`src/rtl/mem_req_arbiter.sv`:
```
// Two-requester round-robin arbiter feeding a first-word-fall-through request queue
// that presents {wr, addr, wdata} to a downstream memory controller.
module mem_req_arbiter #(
  parameter int unsigned DATA_WIDTH = 32,
  parameter int unsigned ADDR_WIDTH = 16,
  parameter int unsigned FIFO_DEPTH = 4
) (
  input  logic                          clk,
  input  logic                          rst_n,
  input  logic                          m0_valid,
  output logic                          m0_ready,
  input  logic                          m0_wr,
  input  logic [ADDR_WIDTH-1:0]         m0_addr,
  input  logic [DATA_WIDTH-1:0]         m0_wdata,
  input  logic                          m1_valid,
  output logic                          m1_ready,
  input  logic                          m1_wr,
  input  logic [ADDR_WIDTH-1:0]         m1_addr,
  input  logic [DATA_WIDTH-1:0]         m1_wdata,
  input  logic                          mem_ready,
  output logic                          rd_wr_valid,
  output logic                          rd_wr_mem,
  output logic [ADDR_WIDTH-1:0]         mem_addr,
  output logic [DATA_WIDTH-1:0]         wr_data,
  output logic [$clog2(FIFO_DEPTH):0]   req_count
);

  localparam int unsigned PtrW   = $clog2(FIFO_DEPTH);
  localparam int unsigned CntW   = PtrW + 1;
  localparam int unsigned EntryW = 1 + ADDR_WIDTH + DATA_WIDTH;

  logic [EntryW-1:0] entry_q [FIFO_DEPTH];
  logic [PtrW-1:0]   wptr_q, rptr_q;
  logic [CntW-1:0]   count_q, count_d;
  logic              rr_ptr_q, rr_ptr_d;
  logic              full, enq, deq, grant0, grant1;
  logic [EntryW-1:0] enq_entry;
  logic [EntryW-1:0] head;

  assign full = (count_q == CntW'(FIFO_DEPTH));

  // Grants are gated by rst_n so both readies read 0 while reset is held.
  always_comb begin
    grant0 = 1'b0;
    grant1 = 1'b0;
    if (rst_n && !full) begin
      if (m0_valid && (!m1_valid || !rr_ptr_q)) begin
        grant0 = 1'b1;
      end else if (m1_valid) begin
        grant1 = 1'b1;
      end
    end
  end

  assign m0_ready  = grant0;
  assign m1_ready  = grant1;
  assign enq       = grant0 | grant1;
  assign deq       = (count_q != '0) && mem_ready;
  assign enq_entry = grant0 ? {m0_wr, m0_addr, m0_wdata} : {m1_wr, m1_addr, m1_wdata};

  always_comb begin
    count_d  = count_q;
    rr_ptr_d = rr_ptr_q;
    if (enq && !deq) begin
      count_d = count_q + 1'b1;
    end else if (deq && !enq) begin
      count_d = count_q - 1'b1;
    end
    // Point at the requester that lost this acceptance.
    if (enq) begin
      rr_ptr_d = grant0;
    end
  end

  // Depth is a power of two, so PtrW-bit pointers wrap from FIFO_DEPTH-1 to 0 naturally.
  always_ff @(posedge clk or negedge rst_n) begin
    if (!rst_n) begin
      wptr_q   <= '0;
      rptr_q   <= '0;
      count_q  <= '0;
      rr_ptr_q <= 1'b0;
      for (int i = 0; i < int'(FIFO_DEPTH); i++) begin
        entry_q[i] <= '0;
      end
    end else begin
      count_q  <= count_d;
      rr_ptr_q <= rr_ptr_d;
      if (enq) begin
        entry_q[wptr_q] <= enq_entry;
        wptr_q          <= wptr_q + 1'b1;
      end
      if (deq) begin
        rptr_q <= rptr_q + 1'b1;
      end
    end
  end

  assign head        = entry_q[rptr_q];
  assign rd_wr_valid = (count_q != '0);
  assign rd_wr_mem   = head[EntryW-1];
  assign mem_addr    = head[DATA_WIDTH +: ADDR_WIDTH];
  assign wr_data     = head[DATA_WIDTH-1:0];
  assign req_count   = count_q;

endmodule

```
`config.mk`:
```
export PLATFORM = sky130hd
export DESIGN_NAME = mem_req_arbiter
export DESIGN_NICKNAME = d
export VERILOG_FILES = /design/src/rtl/mem_req_arbiter.sv
export SDC_FILE = /design/constraint.sdc
export NUM_CORES = 1
export LEC_CHECK = 0
export ABC_AREA = 1
export CAP_MARGIN = 15
export CORE_MARGIN = 1
export CORE_UTILIZATION = 45
export CTS_CLUSTER_SIZE = 10
export DETAILED_ROUTE_END_ITERATION = 10
export PLACE_DENSITY_LB_ADDON = 0.25
export SKIP_CTS_REPAIR_TIMING = 1
export SYNTH_ARGS = -nofsm -noshare
export SYNTH_HDL_FRONTEND = slang
export SYNTH_SLANG_ARGS = --single-unit
```
`constraint.sdc`:
```
create_clock -name clk -period 3.65 [get_ports clk]
set_clock_uncertainty 0.15 [all_clocks]
set_input_delay 0.365 -clock clk [delete_from_list [all_inputs] [get_ports clk]]
set_output_delay 0.365 -clock clk [all_outputs]
set_load 0.01 [all_outputs]
```
== Yosys cells after proc, flatten, opt, wreduce, memory -nomap -nowiden ==
Index checks and enable logic that the tools add are counted.
Storage, ports and cells
  register bits after elaboration: 204
  bits of input ports: 103
  output and inout port bits: 55
Operators by class
  add/sub/neg operators: 4
  $lt $le $gt $ge: 3
  eq/ne operators: 1
  mux-type cells: 14
  bitwise gates (word level): 3
  reductions and logical operators: 14
Operator list (number)
  196-bit bitwise mux: 1
  49-bit 2-to-1 mux: 4
  49-bit binary-select mux with 2-bit select: 1
  49-bit demux with 2-bit select: 1
  3-bit greater-or-equal comparator (second input constant): 2
  1-bit logical AND: 6
  3-bit 2-to-1 mux: 2
  2-bit inverter with 3-bit output: 2
  1-bit logical NOT: 5
  1-bit 2-to-1 mux: 5
  2-bit by 1-bit adder with 2-bit output (second input constant): 2
  3-bit by 1-bit adder with 3-bit output (second input constant): 1
  3-bit equality test (second input constant): 1
  3-bit by 1-bit < comparator with 1-bit output (second input constant): 1
  3-bit nonzero test: 1
  3-bit by 1-bit subtractor with 3-bit output (second input constant): 1
  2-bit nonzero test: 1
  1-bit logical OR: 1
  1-bit OR: 1

== Longest topological paths before layout ==
  word-level depth: 10
  gate-level depth with buffers: 11
  mapped depth without buffers: 11

== Worst setup path after synthesis ==
No wires, ideal clock.
  path type: register -> register
  start point: register count_q[0] (netlist: req_count[0])
  end point: register count_q[1] (netlist: req_count[1])
  library setup time: 125 ps
  data arrival time: 1840 ps
  path slack: 1535 ps
  stages on the path, launching flop included: 9
  path buffers: 0
  cell sequence: dfrtp_1 > nor2_1 > nand2_2 > nand2_2 > a21oi_4 > ha_1 > inv_1 > fa_1 > mux2_2
On the way
  elaborated cells on any way between the ends: 17
RTL lines
  start: declaration: line 34  | logic [CntW-1:0] count_q, count_d;
  start signal: assignment: line 86  | count_q <= count_d;
  3-bit equality test (*): line 40  | assign full = (count_q == CntW'(FIFO_DEPTH));
  1-bit logical NOT (*): line 46  | if (rst_n && !full) begin
  1-bit logical AND (*): line 46
  1-bit 2-to-1 mux: line 46
  1-bit OR (*): line 57  | assign enq = grant0 | grant1;
  net enq: line 36  | logic full, enq, deq, grant0, grant1;
  1-bit logical AND (*): line 64  | if (enq && !deq) begin
  3-bit 2-to-1 mux (*): line 64
  net count_d[1]: line 34
Mark *: on every way through the listed nets, which the timed path passes. The rest lies on a longest branch. The select of a mux whose other input is x is not followed.
A chain may end at the register's enable or synchronous reset.

== Worst setup path in the final report ==
  start point: register rptr_q[0]
  end point: output port wr_data[0]
On the way
  cells in the longest elaborated chain, start to end: 4
Ends and longest elaborated chain
  start: declaration: line 33  | logic [PtrW-1:0] wptr_q, rptr_q;
  start signal: assignment: line 93  | rptr_q <= rptr_q + 1'b1;
  2-bit inverter with 3-bit output (implied by the code): line 98  | assign head = entry_q[rptr_q];
  49-bit binary-select mux with 2-bit select: line 98
  49-bit 2-to-1 mux (implied by the code) (2 in a row): line 98
  end: declaration: line 24  | output logic [DATA_WIDTH-1:0] wr_data,
Every way passes these cells. The select of a mux whose other input is x is not followed.

==> summary.md <==
| Metric | Value |
|---|---|
| #FFs+latches synth | `around 200` |
| Synth Warn # | `0` |
| Worst r2r src | `req_count[0]$_DFFE_PN0P_` |
| Commonest non-fill, non-tap cell in the layout | `nand2_1` |
| 1st-iter DRT viols | `694` |
| Met3 Resource Use GR | `3.52%` |
| Rows | `53` |
| Post-layout instance area | `roughly 12000 sq um` |
| Pwr Density | `903 nW/um^2` |
| Worst slew pin tran | `between 1 and 1.5 ns` |
| Critical-path maximum fanout | `99` |
| Commonest cells after routing, fill and taps aside | `694 x nand2_1, 203 x dfrtp_1, 156 x clkdlybuf4s50_1` |
| Die area | `22600 sq um` |
| Ports | `158` |
| Dpl cell area | `between 10000 and 15000 sq um` |
| H-tree depth | `1` |
| Crit end category | `output pin` |
| CTS max path bufs | `3` |
| Core area | `21300 sq um` |
| Fin nets | `1559` |
| Drc violations | `0` |
| Final period util | `91.5%` |
| Grt met1 use | `around 36%` |
| Unrepaired setup endpoints after global routing | `false` |
| # port buffers | `between 150 and 200` |
| Max_cap viols | `0` |
| RR Endpoint | `entry_q[10]$_DFFE_PN0P_` |
| Net Count, Synth | `1441` |
| Worst-Skew Late Latency | `0.51 ns` |
| Routed WL | `29.4 mm` |
| Total number of vias | `9323` |
| WP data required | `approximately 3.1 ns` |
| CP Cell Sequence | `buf_4 > o21ai_0 > o22ai_1 > clkdlybuf4s50_1` |
| Largest net degree at the start of global routing | `139` |
| TNS Setup | `0 ns` |
| F_max | `around 300 MHz` |
| CP Buf/Inv Count | `2` |
| Worst slew margin | `30.8%` |
| Cell count after placement | `1698` |
| Drt first pass iters | `5` |
| Crit path launch type | `register` |
| Vias per cell | `approximately 5.4` |
| Status | `complete, no violations` |
| Final Hold Vio Count | `0` |
| CP max-delay cell | `buf_4` |
| Cells after Synth | `between 1000 and 1500` |
| Grt ovf | `0` |
| Antenna Cells | `0` |
| Power, Total | `11200 uW` |
| Critical path arrival | `between 2 and 3 ns` |
| Busiest grt layer | `met2` |
| DR WL/cell | `~17 um` |
| Initial Util | `46.5%` |
| First-pass GRT wire length | `roughly 48 mm` |
| Met2 Usage GRT | `between 40% and 50%` |
| Slowest stage delay, CP | `roughly 0.8 ns` |
| Root Driver | `clkbuf_16` |
| CTS Sinks | `204` |
| Share of cells above drive strength 1 | `4.89%` |
| Die outline height | `150 um` |
| Maximum VDD drop | `0.581 mV` |
| Post-layout min period | `3.34 ns` |
| Detailed Place HPWL | `17.5 mm` |
| Layout overhead on the synthesized area | `24.9%` |
| # setup viols final | `0` |
| Leak Pwr | `about 0.0063 uW` |
| Initial antenna violation count | `0` |
| Routability cong. | `0.793` |
| Max-slew violations | `0` |
| CTS tree | `built` |
| R2R cell count | `9` |
| Hold Path Class | `input port to asynchronous set/reset pin` |
| Critical path class | `register to output pin` |
| Chip width | `150 um` |
| R2R setup slack | `1.12 ns` |
| CTS buffer count | `24` |
| Antenna viol nets, final | `0` |
| Top delay family on crit path | `buffers and inverters` |
| GRT Overall Usage | `27.2%` |
| Worst-path clk slew | `0.05 ns` |
| Seq/Total Area, Yosys | `51.5%` |
| Post-synth cell types | `25` |
| Fin cells | `1728` |
| Syn_area_per_cell | `7.44 sq um` |
| Syn Std Cell Area | `9910 sq um` |
| Number of global-route vias before repair | `9285` |
-- cell usage after synthesis --
cell,count,area [sq um]
a21oi_4,1,16.3
dfrtp_1,204,5100
xor2_1,3,26.3
ha_1,5,62.6
buf_2,22,110
buf_6,4,45.0
a21oi_1,2,10.0
xnor2_1,1,8.76
o22ai_1,49,307
fa_1,1,20.0
nand4_1,49,307
buf_4,1,7.51
nand2_1,694,2610
inv_1,12,45.0
mux2_2,1,11.3
buf_1,1,3.75
o21ai_0,99,495
nand2_2,7,43.8
nor2_2,4,25.0
nand3_1,1,5.00
o21ai_2,1,8.76
clkbuf_1,64,240
inv_2,2,7.51
nor3_1,1,5.00
nor2_1,103,387
-- area by class of cell --
| class | count | area [sq um] |
|---|---|---|
| clock buffers | 28 | 637 |
| clock inverters | 1 | 30.0 |
| fillers | 1968 | 8920 |
| inverters | 14 | 52.6 |
| multi-input cells | 1022 | 4370 |
| flip-flops and latches | 204 | 5110 |
| well taps | 275 | 344 |
| repair buffers | 184 | 1830 |
-- cells by family (layout without fill, tap and decap cells) --
logic type | Yosys count | after routing | synth area share [%]
xor gates and xnor gates | 4 | 4 | 0.354
muxes | 1 | 1 | 0.114
and+or+nand+nor | 859 | 859 | 34.1
DFF | 204 | 204 | 51.5
buffers and inverters | 106 | 227 | 4.64
adders and majority gates | 6 | 6 | 0.834
AOI/OAI and AO/OA | 152 | 152 | 8.45
-- worst max path at each step --
stage | slack, ns | start | cells past startpoint | endpoint
6_report | 0.31 | rptr_q[0]$_DFFE_PN0P_ | 4 | wr_data[0]
5_1_grt | 0.16 | rptr_q[0]$_DFFE_PN0P_ | 4 | wr_data[0]
4_1_cts | 0.34 | rptr_q[0]$_DFFE_PN0P_ | 4 | rd_wr_mem
3_5_place_dp | 0.85 | m1_valid | 9 | entry_q[70]$_DFFE_PN0P_
3_3_place_gp | 0.92 | rptr_q[0]$_DFFE_PN0P_ | 4 | rd_wr_mem
2_1_floorplan | 1.53 | req_count[0]$_DFFE_PN0P_ | 8 | req_count[1]$_DFFE_PN0P_
-- through the flow --
stage                     hold WS (ns)  worst slack [ns]  utilization, %
final                            0.168             0.309            58.1
after global placement           0.103             0.922            54.9
after global routing             0.193             0.164            58.1
after floorplan                -0.0806              1.53               -
after detailed placement        0.0983             0.846            54.9
after CTS                       -0.436             0.337            58.1
-- metal layers --
layer  share of wire [%]  wire, um  up-vias
met1                  42     12500     4456
met4                 2.8       830        0
met5                   0         0        -
li1                    -         -     4465
met3                 7.3      2160       58
met2                  48     14000      344
-- flip-flops by register name, indices dropped and copies added (netlist names) --
| signal | cells |
|---|---|
| entry_q | 196 |
| wptr_q | 2 |
| req_count | 3 |
| rptr_q | 2 |
| rr_ptr_q | 1 |
-- power by group --
part | internal [uW] | total (uW) | switching (uW)
sequential | 3270 | 3820 | 548
clock | 1280 | 2130 | 856
combinational | 2200 | 5210 | 3010
Note: power is estimated with default switching activity, not from simulation.
